===== config.mk =====
export PLATFORM = sky130hd
export DESIGN_NAME = score_sequencer
export DESIGN_NICKNAME = d
export VERILOG_FILES = /design/src/rtl/score_sequencer.sv
export SDC_FILE = /design/constraint.sdc
export NUM_CORES = 1
export LEC_CHECK = 0
export ABC_AREA = 1
export BUFFER_PORTS_ARGS = -buffer_cell sky130_fd_sc_hd__buf_2
export CAP_MARGIN = 20
export CORE_ASPECT_RATIO = 1.25
export CORE_MARGIN = 5
export CORE_UTILIZATION = 35
export DETAILED_ROUTE_END_ITERATION = 10
export RECOVER_POWER = 100
export SLEW_MARGIN = 20
export SYNTH_ARGS = -nofsm -noshare
export SYNTH_HDL_FRONTEND = slang
export SYNTH_SLANG_ARGS = --single-unit

===== constraint.sdc =====
create_clock -name clk -period 6 [get_ports clk]
set_input_delay 0.3 -clock clk [delete_from_list [all_inputs] [get_ports clk]]
set_output_delay 0.3 -clock clk [all_outputs]
set_load 0.05 [all_outputs]

===== src/rtl/score_sequencer.sv =====
// score_sequencer
//
// Turns fishing-game events into a paced stream of single-cycle pulses for a
// downstream scorekeeper. Requests are banked in two saturating pending
// counters (increments and decrements). A small FSM drains them one pulse at a
// time, with GAP idle cycles forced after every pulse.
//
// Parameters
//   GAP       idle cycles forced after each inc/dec pulse (0..7)
//   MAX_PEND  saturation limit of each pending counter (<= 15)
//
// Ports
//   clk          sole clock, rising edge
//   rst          asynchronous active-high reset
//   catch_p      pulse, requests +1
//   big_catch_p  pulse, requests +3
//   miss_p       pulse, requests -1
//   new_game     pulse, clears score and all pending work (highest priority)
//   inc          registered one-cycle increment pulse
//   dec          registered one-cycle decrement pulse
//   rstScore     registered one-cycle score-clear pulse
//   busy         registered, high unless idle with nothing pending
//   ovf          registered sticky flag, a request was lost to saturation
//
// Optional feature
//   SCORE_FLOOR_EN  when defined, an 8-bit shadow copy of the score is kept and
//                   decrement requests served while it is zero are consumed
//                   silently, so the score never goes below zero.

module score_sequencer #(
    parameter int GAP      = 1,
    parameter int MAX_PEND = 15
) (
    input  logic clk,
    input  logic rst,
    input  logic catch_p,
    input  logic big_catch_p,
    input  logic miss_p,
    input  logic new_game,
    output logic inc,
    output logic dec,
    output logic rstScore,
    output logic busy,
    output logic ovf
);

    typedef enum logic [1:0] {
        S_IDLE,
        S_PULSE,
        S_GAP,
        S_CLEAR
    } state_t;

    localparam logic [4:0] MAX5     = 5'(MAX_PEND);
    localparam logic [3:0] MAX4     = 4'(MAX_PEND);
    localparam logic [2:0] GAP_LAST = (GAP > 0) ? 3'(GAP - 1) : 3'd0;

    state_t     state, state_nx;
    logic [2:0] gap_cnt, gap_cnt_nx;
    logic [3:0] inc_pend, inc_pend_nx;
    logic [3:0] dec_pend, dec_pend_nx;
    logic       prefer_dec, prefer_dec_nx;
    logic       ovf_nx, inc_nx, dec_nx, rst_score_nx, busy_nx;

    logic [4:0] inc_sum, dec_sum;
    logic [3:0] inc_sat, dec_sat;
    logic       inc_clip, dec_clip;
    logic       have_work, contested, pick_dec, serve_slot, floor_hit;

`ifdef SCORE_FLOOR_EN
    logic [7:0] shadow, shadow_nx;
`endif

    // Next-state logic. Service decisions look only at the registered
    // counters, so a request is never served in the cycle it arrives.
    always_comb begin
        inc_sum  = {1'b0, inc_pend} + {4'd0, catch_p} + (big_catch_p ? 5'd3 : 5'd0);
        dec_sum  = {1'b0, dec_pend} + {4'd0, miss_p};
        inc_clip = (inc_sum > MAX5);
        dec_clip = (dec_sum > MAX5);
        inc_sat  = inc_clip ? MAX4 : inc_sum[3:0];
        dec_sat  = dec_clip ? MAX4 : dec_sum[3:0];

        have_work = (inc_pend != 4'd0) || (dec_pend != 4'd0);
        contested = (inc_pend != 4'd0) && (dec_pend != 4'd0);
        pick_dec  = contested ? prefer_dec : (dec_pend != 4'd0);

`ifdef SCORE_FLOOR_EN
        floor_hit = pick_dec && (shadow == 8'd0);
`else
        floor_hit = 1'b0;
`endif

        // A new pulse may start from IDLE, or directly at the end of the
        // spacing period so that back-to-back work keeps a GAP+1 cadence.
        serve_slot = have_work &&
                     ((state == S_IDLE) ||
                      ((state == S_PULSE) && (GAP == 0)) ||
                      ((state == S_GAP) && (gap_cnt == GAP_LAST)));

        state_nx      = state;
        gap_cnt_nx    = gap_cnt;
        inc_pend_nx   = inc_sat;
        dec_pend_nx   = dec_sat;
        prefer_dec_nx = prefer_dec;
        ovf_nx        = ovf | inc_clip | dec_clip;
        inc_nx        = 1'b0;
        dec_nx        = 1'b0;
        rst_score_nx  = 1'b0;
`ifdef SCORE_FLOOR_EN
        shadow_nx     = shadow;
`endif

        case (state)
            S_IDLE: state_nx = S_IDLE;
            S_PULSE: begin
                state_nx   = (GAP > 0) ? S_GAP : S_IDLE;
                gap_cnt_nx = 3'd0;
            end
            S_GAP: begin
                if (gap_cnt == GAP_LAST) begin
                    state_nx = S_IDLE;
                end else begin
                    gap_cnt_nx = gap_cnt + 3'd1;
                end
            end
            S_CLEAR: state_nx = S_IDLE;
            default: state_nx = S_IDLE;
        endcase

        // The pointer only moves on contested serves, so the first contest
        // after reset always favours the increment side.
        if (serve_slot) begin
            if (contested) begin
                prefer_dec_nx = ~pick_dec;
            end
            if (pick_dec) begin
                dec_pend_nx = dec_sat - 4'd1;
                if (floor_hit) begin
                    state_nx = S_IDLE;
                end else begin
                    state_nx = S_PULSE;
                    dec_nx   = 1'b1;
`ifdef SCORE_FLOOR_EN
                    shadow_nx = shadow - 8'd1;
`endif
                end
            end else begin
                inc_pend_nx = inc_sat - 4'd1;
                state_nx    = S_PULSE;
                inc_nx      = 1'b1;
`ifdef SCORE_FLOOR_EN
                shadow_nx   = (shadow == 8'hFF) ? shadow : shadow + 8'd1;
`endif
            end
        end

        // new_game overrides everything, including same-cycle requests.
        if (new_game) begin
            state_nx     = S_CLEAR;
            gap_cnt_nx   = 3'd0;
            inc_pend_nx  = 4'd0;
            dec_pend_nx  = 4'd0;
            ovf_nx       = 1'b0;
            inc_nx       = 1'b0;
            dec_nx       = 1'b0;
            rst_score_nx = 1'b1;
`ifdef SCORE_FLOOR_EN
            shadow_nx    = 8'd0;
`endif
        end

        busy_nx = (state_nx != S_IDLE) || (inc_pend_nx != 4'd0) || (dec_pend_nx != 4'd0);
    end

    // All state and every output are registered together.
    always_ff @(posedge clk or posedge rst) begin
        if (rst) begin
            state      <= S_IDLE;
            gap_cnt    <= 3'd0;
            inc_pend   <= 4'd0;
            dec_pend   <= 4'd0;
            prefer_dec <= 1'b0;
            ovf        <= 1'b0;
            inc        <= 1'b0;
            dec        <= 1'b0;
            rstScore   <= 1'b0;
            busy       <= 1'b0;
`ifdef SCORE_FLOOR_EN
            shadow     <= 8'd0;
`endif
        end else begin
            state      <= state_nx;
            gap_cnt    <= gap_cnt_nx;
            inc_pend   <= inc_pend_nx;
            dec_pend   <= dec_pend_nx;
            prefer_dec <= prefer_dec_nx;
            ovf        <= ovf_nx;
            inc        <= inc_nx;
            dec        <= dec_nx;
            rstScore   <= rst_score_nx;
            busy       <= busy_nx;
`ifdef SCORE_FLOOR_EN
            shadow     <= shadow_nx;
`endif
        end
    end

endmodule

Word level (Yosys, flattened, before mapping)
Cells that the tools add are included.
- $lt $le $gt $ge: 2
- eq/ne operators: 4
- $add $sub $neg: 6
- muxes and demuxes: 25
- bitwise gates (word level): 3
- reductions and logical operators: 18
- operators by type and width (operator ; number):
    4-bit 2-to-1 mux ; 8
    4-bit nonzero test ; 4
    4-bit by 1-bit adder with 5-bit output ; 2
    5-bit by 4-bit greater-than comparator with 1-bit output, second input constant ; 2
    1-bit 2-to-1 mux ; 9
    2-bit 2-to-1 mux ; 4
    4-bit by 1-bit subtractor with 4-bit output, second input constant ; 2
    3-bit 2-to-1 mux ; 2
    2-bit one-hot mux with 3 select lines ; 1
    3-bit one-hot mux with 2 select lines ; 1
    5-bit by 2-bit adder with 5-bit output ; 1
    2-bit equality test, second input constant ; 2
    1-bit logical OR ; 4
    2-bit AND reduction ; 2
    3-bit by 1-bit adder with 3-bit output, second input constant ; 1
    1-bit logical AND ; 3
    3-bit zero test ; 1
    3-bit != test, second input constant ; 1
    3-bit nonzero test ; 1
    2-bit by 1-bit equality test with 1-bit output, second input constant ; 1
    2-bit zero test ; 1
    1-bit bitwise OR ; 2
    2-bit nonzero test ; 1
    2-bit OR reduction ; 1
    1-bit inverter ; 1
- word-level logic and storage cells: 68
- register bits after elaboration: 19

Logic depth before layout (Yosys ltp)
- depth after elaboration: 11
- mapped depth: 14
- gate-level depth less buffers: 14

Worst setup path before layout
Ideal clock, no wire load.
- kind: register to register
- start point: register inc_pend[0]
- end point: register busy
- period minus slack after synthesis: 1947 ps
- data arrival time: 1817 ps
- path buffers: 0
- required time: 5870 ps
- setup slack: 4053 ps
- cell stages (with the launch flop): 14
- cells stage by stage: dfrtp_1 > fa_1 > inv_1 > fa_1 > inv_1 > nand3_1 > nand2_1 > nand2_1 > nand2_1 > nand2_1 > nand3_1 > nand2_1 > inv_1 > nand4_1
- cells in the longest elaborated chain, start to end: 11
- RTL lines (element ; RTL line ; RTL):
    from (decl) ; 60 ; logic [3:0] inc_pend, inc_pend_nx;
    from (signal assigned) ; 195 ; inc_pend <= inc_pend_nx;
    4-bit by 1-bit adder with 5-bit output ; 77 ; inc_sum = {1'b0, inc_pend} + {4'd0, catch_p} + (big_catch_p ? 5'd3 : 5'd0);
    5-bit by 2-bit adder with 5-bit output ; 77 ;
    5-bit by 4-bit greater-than comparator with 1-bit output ; 79 ; inc_clip = (inc_sum > MAX5);
    4-bit 2-to-1 mux ; 81 ; inc_sat = inc_clip ? MAX4 : inc_sum[3:0];
    4-bit by 1-bit subtractor with 4-bit output ; 149 ; inc_pend_nx = inc_sat - 4'd1;
    4-bit 2-to-1 mux ; 137 ; if (pick_dec) begin
    4-bit 2-to-1 mux ; 133 ; if (serve_slot) begin
    4-bit 2-to-1 mux ; 159 ; if (new_game) begin
    4-bit nonzero test ; 173 ; busy_nx = (state_nx != S_IDLE) || (inc_pend_nx != 4'd0) || (dec_pend_nx != 4'd0);
    1-bit logical OR ; 173 ;
    1-bit logical OR (*) ; 173 ;
    named net busy_nx ; 63 ; logic ovf_nx, inc_nx, dec_nx, rst_score_nx, busy_nx;
    to (signal assigned) ; 202 ; busy <= busy_nx;
    to (decl) ; 43 ; output logic busy,
Mark *: on every way through the listed nets, which the timed path passes. The rest lies on a longest branch.
A chain may end at the register's enable or synchronous reset.

Final worst setup path
Ends and elaborated chain as after synthesis.

==> reports/results.tsv <==
metric	value	unit
multi_input_area	678	um2
r2r_slack	3.90	ns
die-height	79.6	um
first_global_vias	1036	
grt_max_degree	20	
cts_hold_buf	0	
synth-edff-count	0	
rows	25	
worstSkewPairLatency	0.26	ns
syn_inst	182	
setup_viol	0	
cap_violations	0	
path_class	flip-flop to flip-flop	
track_usage	0.110	
avgViaCountPerCell	4.53	
final_nets	213	
rr_startpoint	inc_pend[0]	
pin_count	11	
antenna_found_initial	0	
cts_tree	yes	
synth.yosys.seq_area_share	0.350	
syn_avg_cell_area	7.46	um2
netlist_area	1360	um2
hold_violations	0	
fin_hold_ws	0.142	ns
wirelength	2.50	mm
drive_above_1_share	0.133	
synthArstFlopShare	1.00	
r2r-end	busy	
synth_top_family_by_area	simple AND/OR/NAND/NOR gates	
synthAdderAreaFrac	0.112	
ys_warn_count	0	
die_w	65.7	um
outcome	finished clean	
drt_iter0_markers	32	
synthDistinctLibCells	25	
leakage	0.892	nW
root_buffer	clkbuf_8	
powerDensity	512	nW/um2
cp-end-kind	flip-flop	
synth_nets	199	
grt_pass1_wl	4.39	mm
area.sequential	475	um2
fin_crit_sh	0.350	
htree_levels	1	
gp_congestion	0.778	
post_cts_buffers	0	
mostFrequentLayoutCell	nand2_1	
cts_resized	0	
rr_worst_depth	14	
ant_nets	0	
max-vdd-ir-drop	0.000186	V
fmax	0.476	GHz
crit_required	6.14	ns
clk_pin_slew	0.07	ns
n_fill_cell	401	
wire_per_inst	10.7	um
hp-class	input port to asynchronous set/reset pin	
die_area	5230	um2
synth-compound-area-share	0.0479	
fin_setup_tns	0	ns
dp_hpwl	2.00	mm
cp.arrival	2.25	ns
finalMaxSlewViolations	0	
via_count	1064	
relSlewSlack	0.527	
drt-pass1-iter-count	4	
tightest_slew	0.708	ns
start_util	0.362	
startpoint_type	flip-flop	
syn2layout_area_growth	7.74	%
diodes	0	
cp_max_fo	5	
muxShareOfSynthArea	0	
ys_seq_elements	19	
numPortBuffers	10	
clock-sinks	19	
core_area	3750	um2
clock_path_buffers	2	
grt_setup_unrepaired	false	
synthXorXnorAreaFrac	0.00645	
drc_errors	0	
synthSimpleGateAreaFrac	0.351	
skew	0.00255	ns
numCtsBuffers	3	
synth_ff_type	dfrtp_1	
grt_overflow_total	0	
layout_common_cells	nand2_1 (49), inv_1 (43), dfrtp_1 (19)	
min_period	2.10	ns
==> cells by family after synthesis <==
| family | count (synthesis) |
|---|---|
| AO/OA/AOI/OAI | 11 |
| XOR/XNOR | 1 |
| adder cells (fa/ha/maj) | 11 |
| buffers and inverters | 46 |
| flip-flops | 19 |
| AND/OR/NAND/NOR | 94 |
==> sequential cells by signal, indices dropped and copies added (netlist names), 2 cells and up <==
signal and flops:
dec_pend 4, inc_pend 4, gap_cnt 3, state 2
==> synth_stat cells, drive strengths merged (2+ instances only) <==
cell   count  area share
nand4      4       0.023
nand2     55        0.18
a21oi      4       0.015
fa         2       0.029
nand3     20       0.098
dfrtp     19        0.35
nor2      14       0.050
ha         9       0.083
o21ai      4       0.015
inv       45        0.13
==> cell type report <==
cell class	count	area share
clock buffers	3	0.0282
well taps	40	0.0342
repair buffers	10	0.0291
flip-flops and latches	19	0.325
multi-input cells	117	0.464
inverters	45	0.116
clock inverters	1	0.00342
==> routing by layer <==
layer / up-vias / GRT usage / wire length, um
met2: 10 / 0.185 / 1190
li1: 577 / - / -
met5: - / 0 / 0
met4: 0 / 0.0560 / 51
met3: 4 / 0.0169 / 46
met1: 473 / 0.133 / 1220
==> where the power goes <==
group	total, mW	internal [mW]	switching [mW]	leakage (nW)
Sequential	0.197	0.169	0.0284	0.243
Clock	0.0915	0.0463	0.0452	0.0255
Combinational	0.460	0.151	0.309	0.624
Total	0.749	0.366	0.383	0.892
==> critical path, cell delays in order, from the launching register on <==
cell,delay [ns]
dfrtp_1,0.40
fa_1,0.38
inv_1,0.08
fa_1,0.21
inv_1,0.05
nand3_1,0.14
nand2_1,0.11
nor2_1,0.17
nand3_1,0.10
nand2_1,0.06
nand2_1,0.04
nand2_1,0.07
nand2_1,0.06
inv_1,0.05
nand4_1,0.06
==> stage by stage <==
stage	power, mW	worst slack, ns	util	instance area, um2	instances
after floorplan	0.601	4.05	-	1360	182
after global placement	0.683	3.85	0.386	1450	231
after detailed placement	0.687	3.84	0.386	1450	231
after CTS	0.783	3.89	0.399	1500	235
after global routing	0.838	3.63	0.390	1460	235
final	0.749	3.90	0.390	1460	235
==> worst max-delay path by stage <==
stage / start / endpoint / slack [ns]
floorplan: inc_pend[0] / busy / 4.05
global placement: catch_p / busy / 3.85
detailed placement: catch_p / busy / 3.84
CTS: inc_pend[0] / busy / 3.89
global route: inc_pend[0] / busy / 3.63
finish: inc_pend[0] / busy / 3.90
(Power assumes the default switching activity.)
